===== src/rtl/softspi_slave_pkg.sv =====
// softspi_slave_pkg: shared byte type and bit-counter width for the SPI slave.
// No ports; imported by softspi_slave and softspi_slave_sync_edge.
package softspi_slave_pkg;
    localparam int BYTE_W    = 8;
    localparam int BIT_CNT_W = 3;
    typedef logic [BYTE_W-1:0] byte_t;
endpackage


===== src/rtl/softspi_slave_sync_edge.sv =====
// softspi_slave_sync_edge: 3-flop synchronizer with one-cycle rise/fall strobes.
// Ports:
//   clk   in  system clock
//   rst_n in  asynchronous active-low reset (flops load INIT)
//   d     in  asynchronous input pin
//   rise  out one-cycle strobe on a synchronized 0->1 transition
//   fall  out one-cycle strobe on a synchronized 1->0 transition
module softspi_slave_sync_edge #(
    parameter logic INIT = 1'b0
) (
    input  logic clk,
    input  logic rst_n,
    input  logic d,
    output logic rise,
    output logic fall
);
    logic [2:0] sr;

    always_ff @(posedge clk or negedge rst_n) begin
        if (!rst_n) sr <= {3{INIT}};
        else        sr <= {sr[1:0], d};
    end

    // sr[1] is the synchronized level; sr[2] is its previous value.
    assign rise = sr[1] & ~sr[2];
    assign fall = ~sr[1] & sr[2];
endmodule


===== src/rtl/softspi_slave.sv =====
// softspi_slave: oversampled SPI mode-0 byte slave with a one-entry tx holding register.
// Ports:
//   sys_clk, sys_rst_n          system clock, asynchronous active-low reset
//   spi_SCLK, spi_SS_n, spi_MOSI asynchronous SPI inputs from the master
//   spi_MISO, spi_MISO_oe        slave data out (tx_shift[7]) and its output enable
//   tx_data, tx_valid, tx_ready  CPU write handshake into the holding register
//   rx_data, rx_valid            last received byte and its one-cycle strobe
//   tx_underrun                  strobe when DEFAULT_TX was loaded from an empty register
//   busy                         high while the slave is selected
module softspi_slave
    import softspi_slave_pkg::*;
#(
    parameter byte_t DEFAULT_TX = 8'hFF
) (
    input  logic  sys_clk,
    input  logic  sys_rst_n,
    input  logic  spi_SCLK,
    input  logic  spi_SS_n,
    input  logic  spi_MOSI,
    output logic  spi_MISO,
    output logic  spi_MISO_oe,
    input  byte_t tx_data,
    input  logic  tx_valid,
    output logic  tx_ready,
    output byte_t rx_data,
    output logic  rx_valid,
    output logic  tx_underrun,
    output logic  busy
);
    localparam logic [0:0] IDLE   = 1'b0;
    localparam logic [0:0] ACTIVE = 1'b1;

    logic                 sclk_rise, sclk_fall, ss_rise, ss_fall;
    logic [1:0]           mosi_sr;
    logic [0:0]           state;
    logic [BIT_CNT_W-1:0] bit_cnt;
    logic                 byte_done;
    logic [BYTE_W-2:0]    rx_shift;
    byte_t                tx_shift, hold;
    logic                 hold_full;
    logic                 start, rx_edge, tx_edge, load, shift, tx_write;

    softspi_slave_sync_edge #(.INIT(1'b0)) u_sclk (
        .clk(sys_clk), .rst_n(sys_rst_n), .d(spi_SCLK), .rise(sclk_rise), .fall(sclk_fall)
    );

    softspi_slave_sync_edge #(.INIT(1'b1)) u_ss (
        .clk(sys_clk), .rst_n(sys_rst_n), .d(spi_SS_n), .rise(ss_rise), .fall(ss_fall)
    );

    always_ff @(posedge sys_clk or negedge sys_rst_n) begin
        if (!sys_rst_n) mosi_sr <= 2'b00;
        else            mosi_sr <= {mosi_sr[0], spi_MOSI};
    end

    // ss_rise outranks SCLK edges in ACTIVE so an aborted byte never loads or shifts.
    assign start    = (state == IDLE) & ss_fall;
    assign rx_edge  = (state == ACTIVE) & ~ss_rise & sclk_rise;
    assign tx_edge  = (state == ACTIVE) & ~ss_rise & sclk_fall;
    assign load     = start | (tx_edge & byte_done);
    assign shift    = tx_edge & ~byte_done;
    assign tx_write = tx_valid & tx_ready;

    // A load looks at hold_full before any same-cycle write, so that write stays for the next load.
    always_ff @(posedge sys_clk or negedge sys_rst_n) begin
        if (!sys_rst_n) begin
            hold        <= '0;
            hold_full   <= 1'b0;
            tx_shift    <= DEFAULT_TX;
            tx_underrun <= 1'b0;
        end else begin
            tx_underrun <= load & ~hold_full;
            if (tx_write)  {hold, hold_full} <= {tx_data, 1'b1};
            else if (load) hold_full <= 1'b0;
            if (load)       tx_shift <= hold_full ? hold : DEFAULT_TX;
            else if (shift) tx_shift <= {tx_shift[BYTE_W-2:0], 1'b0};
        end
    end

    always_ff @(posedge sys_clk or negedge sys_rst_n) begin
        if (!sys_rst_n) begin
            state     <= IDLE;
            bit_cnt   <= '0;
            byte_done <= 1'b0;
            rx_shift  <= '0;
            rx_data   <= '0;
            rx_valid  <= 1'b0;
        end else begin
            rx_valid <= 1'b0;
            if (start || (state == ACTIVE && ss_rise)) begin
                state     <= start ? ACTIVE : IDLE;
                bit_cnt   <= '0;
                byte_done <= 1'b0;
            end else if (rx_edge) begin
                rx_shift <= {rx_shift[BYTE_W-3:0], mosi_sr[1]};
                bit_cnt  <= bit_cnt + 1'b1;
                if (bit_cnt == BIT_CNT_W'(BYTE_W - 1)) begin
                    rx_data   <= {rx_shift, mosi_sr[1]};
                    rx_valid  <= 1'b1;
                    byte_done <= 1'b1;
                end
            end else if (tx_edge && byte_done) begin
                byte_done <= 1'b0;
            end
        end
    end

    // The third SS_n flop lags the synchronized level by one cycle, so ACTIVE tracks "selected".
    assign busy        = (state == ACTIVE);
    assign spi_MISO_oe = (state == ACTIVE);
    assign spi_MISO    = tx_shift[BYTE_W-1];
    assign tx_ready    = ~hold_full;
endmodule

===== config.mk =====
export PLATFORM = sky130hd
export DESIGN_NAME = softspi_slave
export DESIGN_NICKNAME = d
export VERILOG_FILES = /design/src/rtl/softspi_slave_pkg.sv /design/src/rtl/softspi_slave_sync_edge.sv /design/src/rtl/softspi_slave.sv
export SDC_FILE = /design/constraint.sdc
export NUM_CORES = 1
export LEC_CHECK = 0
export BUFFER_PORTS_ARGS = -buffer_cell sky130_fd_sc_hd__buf_2
export CAP_MARGIN = 5
export CORE_MARGIN = 2
export CORE_UTILIZATION = 45
export CTS_BUF_LIST = sky130_fd_sc_hd__clkbuf_4
export CTS_CLUSTER_DIAMETER = 150
export DETAILED_ROUTE_END_ITERATION = 12
export PLACE_DENSITY_LB_ADDON = 0.05
export SETUP_SLACK_MARGIN = 0.2
export SLEW_MARGIN = 20
export SYNTH_ARGS = -nofsm -noshare
export SYNTH_HDL_FRONTEND = slang
export SYNTH_SLANG_ARGS = --single-unit

===== constraint.sdc =====
create_clock -name sys_clk -period 4.1 [get_ports sys_clk]
set_input_delay 0.41 -clock sys_clk [delete_from_list [all_inputs] [get_ports sys_clk]]
set_output_delay 0.41 -clock sys_clk [all_outputs]
set_load 0.05 [all_outputs]

==> flow_summary_export.csv, run 1 <==
group,metric,value,unit
placed_design,port_buffers,27,
die,floorplan.initialDensity,0.479,
drt,antenna_violating_nets_post_route,0,
finish,count_of_antenna_diodes_in_the_layout,0,
worst_setup_path,required_time_of_the_worst_setup_path,4350,ps
sta,setup_violations,0,
drt,drt-initial-drc-count,43,
drt,postRouteWirelength,3270,um
clock_network,htree_num_levels,2,
die,std_cell_rows,23,
logic_synthesis,netlist_top_cells_area,"sky130_fd_sc_hd__dfrtp_1, sky130_fd_sc_hd__dfstp_2, sky130_fd_sc_hd__mux2_2",
placed_design,dp_cells,215,
logic_synthesis,cell_taking_the_most_area_after_synthesis,"sky130_fd_sc_hd__dfrtp_1",
sta,fin_tns_setup,0,ps
global_route,groute.usage.overall,0.147,
global_route,grt_antenna_before_repair,0,
drt,vias_per_cell,5.39,
worst_setup_path,critPathMaxStageDelay,680,ps
die,core_region_area,0.00409,mm2
logic_synthesis,syn-num-nets,162,
placed_design,routabilityCongestion,0.749,
die,ioPinCount,28,
finish,fraction_of_layout_cells_with_a_size_suffix_above_1,0.434,
sta,fin_skew,4.76,ps
job,max_cap_violations,0,
global_route,grt_util_met3,0.0447,
global_route,grt.met2_usage,0.224,
clock_network,cts_inserted_buffers,5,
logic_synthesis,yosys.cell_types.count,35,
worst_setup_path,worst_ep_arrival_time,2070,ps
worst_setup_path,critical_path.top_delay_family,"flip-flops",
worst_setup_path,path_cells,"inv_1 -> nor3_4 -> mux2_2",
sta,timing.max_slew.rel_slack,0.478,
worst_setup_path,peak_fanout_along_the_critical_path,19,
finish,most-common-layout-cells,"sky130_fd_sc_hd__dfrtp_1, sky130_fd_sc_hd__buf_2, sky130_fd_sc_hd__mux2_2",
logic_synthesis,synthesis.area_per_instance,13.4,um2
power,powerDensity,549,mW/mm2
clock_network,ctsLongestPathBuffers,2,
sta,slew_violations,0,
global_route,grt_max_degree,48,
clock_network,cts_setup_buffers,0,
worst_setup_path,worst_path_class_setup,"reg -> reg",
power,power.leakage,0.00103,uW
sta,hold_slack,26.4,ps
clock_network,clk_latency,360,ps
worst_setup_path,cp_num_buf_inv,1,
worst_setup_path,setup.worst_path.end_class,"register",
clock_network,tritoncts_clock_tree,"built",
finish,stdcell_count,223,
sta,rsz0062_at_grt,"no",
worst_setup_path,worst_setup_path_start_kind,"register",
global_route,grt_pass1_wl,5690,um
clock_network,cts.clk_slew.worst_paths,130,ps
logic_synthesis,syn_inst,146,
min_path,min_path_type,"in -> async",
global_route,groute.layer.met1.usage,0.197,
logic_synthesis,synth-warning-count,0,
global_route,grt_overflow,0,
logic_synthesis,portion_of_the_post_synthesis_area_used_by_sequential_elements,0.608,
global_route,via_count_of_the_first_global_routing_pass,1206,
power,vdd_drop_max,0.296,mV
sta,layout_min_cycle_time,1820,ps
power,total_power,1200,uW
sta,layout_setup_ws,2280,ps
outcome,result_of_the_run,"finished, final reports clean",
die,dieHeight,69.9,um
sta,fin_crit_sh,0.444,
drt,drtPass1Iterations,4,
clock_network,cts_resized,0,
drt,dr_total_vias,1202,
global_route,global_route.peak_usage_layer,"met2",
finish,layout_commonest_cell,"sky130_fd_sc_hd__dfrtp_1",
placed_design,worst_slack_at_placement,2270,ps
sta,hold_viol_final,0,
logic_synthesis,yosys_register_bits,47,
clock_network,clkSinkCount,47,
clock_network,cts.hold.buffers_added,0,
drt,detail_route.wl_per_cell,14.6,um
placed_design,detailed_placement_wirelength_estimate,2320,um
die,die-width,69.9,um
logic_synthesis,synth.cell_area,0.00196,mm2
drt,drt_drc_violations_left,0,
sta,achievable-frequency,0.549,GHz
finish,area_growth,11.4,%
logic_synthesis,synth.top_cell.area_share,0.460,
sta,worst_pin_slew,781,ps
die,fp.dieArea,0.00489,mm2
finish,nets,188,
clock_network,cts_root_buf,"sky130_fd_sc_hd__clkbuf_4",
worst_setup_path,critical-path-slowest-cell,"sky130_fd_sc_hd__dfrtp_1",
-- logic make-up (layout without fill, tap and decap cells) --
| kind of cell | count (synthesis) | in the layout | synth area share |
|---|---|---|---|
| compound gates | 18 | 18 | 0.0799 |
| simple gates | 44 | 44 | 0.132 |
| buf+inv | 12 | 39 | 0.0352 |
| fa+ha+maj | 2 | 2 | 0.0128 |
| mux | 23 | 23 | 0.132 |
| flops | 47 | 47 | 0.608 |
-- per-stage QoR --
step / instance area, um2 / util
after detailed placement: 2100 / 0.514
after CTS: 2180 / 0.533
after global placement: 2100 / 0.514
after floorplan: 1960 / -
final: 2180 / 0.533
after global routing: 2180 / 0.533
-- synth_stat cells, drive strengths merged --
cell    instances
and2b           2
nand2b          2
o31a            1
and3            1
o221ai          7
or3b            1
nand3           3
or4             1
nand4          10
nor2b           2
o22ai           1
dfstp          11
buf             7
nor3b           1
nor2            9
nand2           9
a32o            1
nand3b          2
mux2           23
o31ai           1
clkbuf          1
a21o            1
dfrtp          36
ha              2
nor3            1
inv             3
clkinv          1
o21ai           3
a21oi           3
-- registers in the layout (all words and copies together) (netlist names) --
register	cells
hold	8
rx_shift	7
rx_valid	1
bit_cnt	3
hold_full	1
tx_shift	8
mosi_sr	2
byte_done	1
u_sclk.sr	3
rx_data	8
u_ss.sr	3
tx_underrun	1
busy	1
-- cell type report --
class	instances	area (um2)
Fill cell	369	1910
Sequential cell	47	1190
Multi-Input combinational cell	87	698
Timing Repair Buffer	27	138
Tap cell	50	62.6
Clock inverter	3	38.8
Clock buffer	5	37.5
Inverter	4	15.0
-- final timing paths --
kind                              startpoint      endpoint  slack [ps]  cells past startpoint
worst max-delay path                    busy   rx_shift[0]        2280                      3
worst min-delay path               sys_rst_n    bit_cnt[0]          30                      1
worst max register to register          busy   rx_shift[0]        2280                      3
worst min register to register  u_sclk.sr[0]  u_sclk.sr[1]         360                      0
max in group asynchronous          sys_rst_n    u_ss.sr[2]        3670                      1
min in group sys_clk                spi_SS_n    u_ss.sr[0]         130                      1
-- layer usage --
metal	vias up	wire length, um
met4	0	59
met5	-	0
met2	24	1490
met3	6	133
li1	574	-
met1	598	1590
-- power by group --
| part | internal, uW | switching, uW |
|---|---|---|
| Sequential | 597 | 70.1 |
| Combinational | 118 | 143 |
| Clock | 126 | 143 |
| Total | 840 | 355 |
No activity file was read; power rests on OpenSTA's default activity.
==> inputs of run 2 (changes only) <==
- clock period: 4.1 -> 1.8 ns (I/O delays scaled with it)
==> flow_summary_export.csv, run 2 (same netlist as run 1, synthesis figures left out) <==
group,metric,value,unit
finish,post-route-util,0.559,
drt,antenna_violating_nets_post_route,0,
sta,rsz0062_at_grt,"yes",
finish,area_growth,16.8,%
finish,count_of_antenna_diodes_in_the_layout,0,
finish,sequential_cell_area,0.00119,mm2
min_path,holdCritStartpoint,"tx_data[2]",
drt,drt-initial-drc-count,60,
job,max_cap_violations,0,
worst_setup_path,critical_path.startpoint,"u_ss.sr[2]",
min_path,holdPathStages,2,
power,total_power,2630,uW
drt,drtPass1Iterations,4,
power,cellInternalPower,1820,uW
global_route,groute.usage.overall,0.167,
finish,multiInputGateArea,708,um2
die,core_region_area,0.00409,mm2
global_route,grt_overflow,0,
sta,hold_viol_final,0,
global_route,grt_antenna_before_repair,0,
worst_setup_path,worst_setup_path_start_kind,"register",
worst_setup_path,r2r_slack,250,ps
die,std_cell_rows,23,
worst_setup_path,setup.worst_path.end_class,"register",
die,dieHeight,69.9,um
drt,dr_total_vias,1265,
drt,drt_drc_violations_left,0,
clock_network,ctsLongestPathBuffers,2,
clock_network,htree_num_levels,2,
die,floorplan.initialDensity,0.479,
worst_setup_path,worst_path_class_setup,"reg -> reg",
worst_setup_path,rr_endpoint,"hold_full",
power,switching_power_as_a_share_of_total_power,0.309,
outcome,result_of_the_run,"finished, final reports clean",
power,power.share.sequential,0.576,
finish,nets,201,
drt,detail_route.wl_per_cell,15.1,um
finish,largest_registers,"hold (8), rx_data (8), tx_shift (8)",
placed_design,routabilityCongestion,0.782,
worst_setup_path,worst_reg_to_reg_cells,3,
finish,fraction_of_layout_cells_with_a_size_suffix_above_1,0.457,
sta,achievable-frequency,0.645,GHz
sta,slew_violations,0,
worst_setup_path,peak_fanout_along_the_critical_path,10,
finish,most-common-layout-cells,"sky130_fd_sc_hd__dfrtp_1, sky130_fd_sc_hd__buf_2, sky130_fd_sc_hd__mux2_2",
sta,timing.max_slew.rel_slack,0.686,
placed_design,dp_cells,222,
clock_network,cts_root_buf,"sky130_fd_sc_hd__clkbuf_4",
finish,layout_commonest_cell,"sky130_fd_sc_hd__dfrtp_1",
worst_setup_path,startpoint_of_the_most_critical_register_to_register_path,"u_ss.sr[2]",
clock_network,cts.clk_slew.worst_paths,120,ps
clock_network,clk_latency,350,ps
sta,layout_min_cycle_time,1550,ps
global_route,via_count_of_the_first_global_routing_pass,1315,
clock_network,cts_inserted_buffers,5,
placed_design,port_buffers,27,
worst_setup_path,required_time_of_the_worst_setup_path,2040,ps
power,power.net_switching,811,uW
die,fp.dieArea,0.00489,mm2
sta,worst_pin_slew,471,ps
sta,fin_skew,14.1,ps
power,powerDensity,1150,mW/mm2
power,power.leakage,0.00108,uW
finish,final.fill_count,352,
clock_network,clkSinkCount,47,
die,die-width,69.9,um
drt,vias_per_cell,5.36,
sta,fin_tns_setup,0,ps
finish,stdcell_count,236,
power,vdd_drop_max,0.663,mV
min_path,hold_path_end,"hold[2]",
placed_design,detailed_placement_wirelength_estimate,2590,um
min_path,min_path_type,"in -> reg",
global_route,grt_max_degree,19,
die,ioPinCount,28,
power,fraction_of_power_consumed_by_combinational_cells,0.244,
clock_network,tritoncts_clock_tree,"built",
drt,postRouteWirelength,3570,um
sta,fin_crit_sh,0.862,
sta,setup_violations,0,
global_route,grt_pass1_wl,6380,um
worst_setup_path,worst_ep_arrival_time,1800,ps
power,power.share.clock,0.179,
-- run 2: changes by cell type in the layout (fill, tap and decap cells not counted), sizes merged --
cell         delta
clkbuf          +1
buf             +9
dlygate4sd3     +4
bufinv          -1
-- run 2: metal layers --
metal	GRT usage	routed length, um	vias up
met5	0	0	-
met4	0.0620	79	0
met3	0.0491	144	7
met2	0.243	1630	27
met1	0.236	1720	620
li1	-	-	611
-- run 2: through the flow --
step                hold WS (ps)  area [um2]  setup WS, ps
finish                      61.0        2280           248
detailed placement           115        2150           158
floorplan                   -116        1960           216
CTS                         39.7        2280           192
global placement             110        2150           206
global route                19.7        2280           190
-- run 2: area by class of cell --
| cell class | count | area share |
|---|---|---|
| clock buffer | 6 | 0.0197 |
| clock inverter | 2 | 0.00329 |
| inverter | 4 | 0.00657 |
| multi-input combinational | 87 | 0.310 |
| sequential | 47 | 0.521 |
| tap | 50 | 0.0274 |
| timing repair buffer | 40 | 0.112 |
-- run 2: worst max path at each step --
| stage | end | slack (ps) |
|---|---|---|
| 2_1_floorplan | hold_full | 220 |
| 3_3_place_gp | rx_shift[1] | 210 |
| 3_5_place_dp | rx_shift[0] | 160 |
| 4_1_cts | tx_shift[4] | 190 |
| 5_1_grt | rx_data[6] | 190 |
| 6_report | hold_full | 250 |
-- run 2: worst max-delay path, stage by stage, from the launching register on --
cell and delay (ps):
sky130_fd_sc_hd__dfstp_2 570, sky130_fd_sc_hd__and2b_4 210, sky130_fd_sc_hd__o31a_1 430, sky130_fd_sc_hd__a21o_1 230
-- run 2: what timing repair did --
action	in CTS	in global routing
resized for setup	1	1
setup buffers	2	0
pin swaps	1	0
hold buffers	4	0
setup endpoints to repair	14	11
endpoints found under the hold margin	10	0
-- run 2: power groups by stage --
| stage | combinational (uW) | clock (uW) | sequential (uW) |
|---|---|---|---|
| floorplan | 457 | 0 | 1540 |
| global placement | 618 | 0 | 1530 |
| detailed placement | 634 | 0 | 1540 |
| CTS | 650 | 490 | 1520 |
| global route | 721 | 548 | 1550 |
| finish | 642 | 471 | 1510 |
==> inputs of run 3 (changes only) <==
- clock period: 1.8 -> 1.4 ns (I/O delays scaled with it)
==> flow_summary_export.csv, run 3 (same netlist as run 1, synthesis figures left out) <==
group,metric,value,unit
finish,stdcell_count,264,
finish,nets,229,
drt,drt-initial-drc-count,141,
min_path,min_path_type,"in -> async",
sta,worst_pin_slew,433,ps
drt,antenna_violating_nets_post_route,0,
power,vdd_drop_max,0.864,mV
drt,drt_drc_violations_left,0,
placed_design,routabilityCongestion,0.781,
power,power.share.sequential,0.506,
worst_setup_path,critical-path-slowest-cell,"sky130_fd_sc_hd__dfstp_2",
worst_setup_path,r2r_slack,-90,ps
sta,achievable-frequency,0.670,GHz
finish,final.fill_count,294,
drt,drtPass1Iterations,4,
clock_network,clk_latency,370,ps
global_route,grt_antenna_before_repair,0,
die,core_region_area,0.00409,mm2
outcome,result_of_the_run,"complete, but fails checks",
placed_design,worst_slack_at_placement,-221,ps
worst_setup_path,worst_path_class_setup,"reg -> reg",
die,dieHeight,69.9,um
power,total_power,3920,uW
sta,slew_violations,0,
die,ioPinCount,28,
outcome,violations_in_the_final_reports,"negative setup slack",
sta,fin_skew,17.1,ps
power,cellInternalPower,2690,uW
clock_network,cts_root_buf,"sky130_fd_sc_hd__clkbuf_4",
sta,setup_violations,22,
global_route,grt_overflow,0,
clock_network,cts_inserted_buffers,5,
power,power.net_switching,1230,uW
die,std_cell_rows,23,
die,die-width,69.9,um
placed_design,port_buffers,27,
finish,area_growth,44.2,%
worst_setup_path,required_time_of_the_worst_setup_path,1650,ps
clock_network,tritoncts_clock_tree,"built",
die,fp.dieArea,0.00489,mm2
sta,layout_setup_ws,-93.4,ps
worst_setup_path,path_cells,"and2b_4 -> nor3_4 -> buf_6 -> mux2_4",
clock_network,ctsLongestPathBuffers,2,
finish,count_of_antenna_diodes_in_the_layout,0,
global_route,groute.usage.overall,0.173,
worst_setup_path,worst_reg_to_reg_cells,4,
worst_setup_path,setup.worst_path.end_class,"register",
job,max_cap_violations,0,
clock_network,clkSinkCount,47,
worst_setup_path,worst_ep_arrival_time,1740,ps
sta,hold_viol_final,0,
clock_network,cts.clk_slew.worst_paths,140,ps
drt,postRouteWirelength,4130,um
drt,vias_per_cell,5.34,
finish,fraction_of_layout_cells_with_a_size_suffix_above_1,0.589,
sta,rsz0062_at_grt,"yes",
power,fraction_of_power_consumed_by_combinational_cells,0.336,
die,floorplan.initialDensity,0.479,
worst_setup_path,startpoint_of_the_most_critical_register_to_register_path,"u_ss.sr[2]",
finish,layout_commonest_cell,"sky130_fd_sc_hd__dfrtp_1",
sta,layout_min_cycle_time,1490,ps
sta,fin_crit_sh,1.07,
global_route,via_count_of_the_first_global_routing_pass,1450,
power,switching_power_as_a_share_of_total_power,0.313,
clock_network,htree_num_levels,2,
power,power.leakage,0.00134,uW
power,powerDensity,1390,mW/mm2
sta,hold_slack,220,ps
worst_setup_path,rr_endpoint,"rx_shift[0]",
global_route,grt_max_degree,21,
worst_setup_path,worst_setup_path_start_kind,"register",
sta,timing.max_slew.rel_slack,0.711,
placed_design,dp_cells,229,
finish,largest_registers,"hold (8), rx_data (8), tx_shift (8)",
worst_setup_path,critPathMaxStageDelay,580,ps
power,power.share.clock,0.158,
placed_design,detailed_placement_wirelength_estimate,2460,um
global_route,grt_pass1_wl,6630,um
drt,dr_total_vias,1409,
worst_setup_path,peak_fanout_along_the_critical_path,5,
drt,detail_route.wl_per_cell,15.6,um
finish,most-common-layout-cells,"sky130_fd_sc_hd__dfrtp_1, sky130_fd_sc_hd__buf_2, sky130_fd_sc_hd__buf_4",
==> run 3: cell count changes in the layout (fill, tap and decap cells not counted), moves of 4 or more <==
cell / previous run / this run
sky130_fd_sc_hd__buf_12: 1 / 5
sky130_fd_sc_hd__buf_2: 27 / 22
sky130_fd_sc_hd__buf_4: 8 / 17
sky130_fd_sc_hd__buf_6: 0 / 6
sky130_fd_sc_hd__dlygate4sd3_1: 4 / 12
sky130_fd_sc_hd__mux2_2: 22 / 7
sky130_fd_sc_hd__mux2_4: 0 / 16
sky130_fd_sc_hd__o221ai_1: 4 / 0
sky130_fd_sc_hd__o221ai_2: 3 / 7
==> run 3: power by group through the flow <==
stage          logic (uW)  clock network, uW  registers (uW)
5_1_grt              1410                708            2020
3_5_place_dp          846                  0            1980
2_1_floorplan         599                  0            1980
6_report             1320                620            1980
3_3_place_gp          819                  0            1950
4_1_cts              1160                641            1960
==> run 3: per-stage QoR <==
stage / cell area, um2 / util / setup TNS (ps)
after floorplan: 1980 / - / -2620
after global placement: 2230 / 0.546 / -2940
after CTS: 2670 / 0.653 / -652
after detailed placement: 2230 / 0.546 / -3920
final: 2820 / 0.690 / -901
after global routing: 2820 / 0.690 / -2090
==> run 3: area by class of cell <==
class	count	area, um2	area share
clock buffers	5	37.5	0.0133
clock inverters	3	15.0	0.00532
inverters	4	20.0	0.00710
multi-input cells	88	891	0.316
flip-flops and latches	47	1190	0.423
well taps	50	62.6	0.0222
repair buffers	67	603	0.214
==> run 3: how the worst max path moves through the flow <==
stage / from / end / slack (ps) / depth (start not counted)
after floorplan: busy / hold_full / -180 / 5
after global placement: u_ss.sr[2] / rx_shift[0] / -190 / 3
after detailed placement: u_ss.sr[2] / rx_shift[4] / -220 / 3
after CTS: u_ss.sr[2] / byte_done / -70 / 3
after global routing: u_ss.sr[2] / rx_shift[3] / -140 / 4
final: u_ss.sr[2] / rx_shift[0] / -90 / 4
==> run 3: what timing repair did <==
item / 4_1_cts / 5_1_grt
pin swaps: 4 / 4
endpoints found under the setup margin: 34 / 44
gates resized for setup: 43 / 27
gates cloned: 1 / 2
hold buffers: 11 / 1
setup buffers: 9 / 3
hold endpoints to repair: 20 / 1
==> run 3: per-layer routing <==
metal | vias up | part of all wire | GRT usage
li1 | 666 | - | -
met2 | 35 | 0.47 | 0.271
met1 | 703 | 0.47 | 0.229
met4 | 0 | 0.011 | 0.0641
met3 | 5 | 0.046 | 0.0519
met5 | - | 0 | 0
==> run 3: worst max-delay path: cells and delay by family, from the launching register on <==
family	cells	cell delay, ps
AND/OR/NAND/NOR	2	380
buffers and inverters	1	140
flip-flops	1	580
multiplexers	1	290
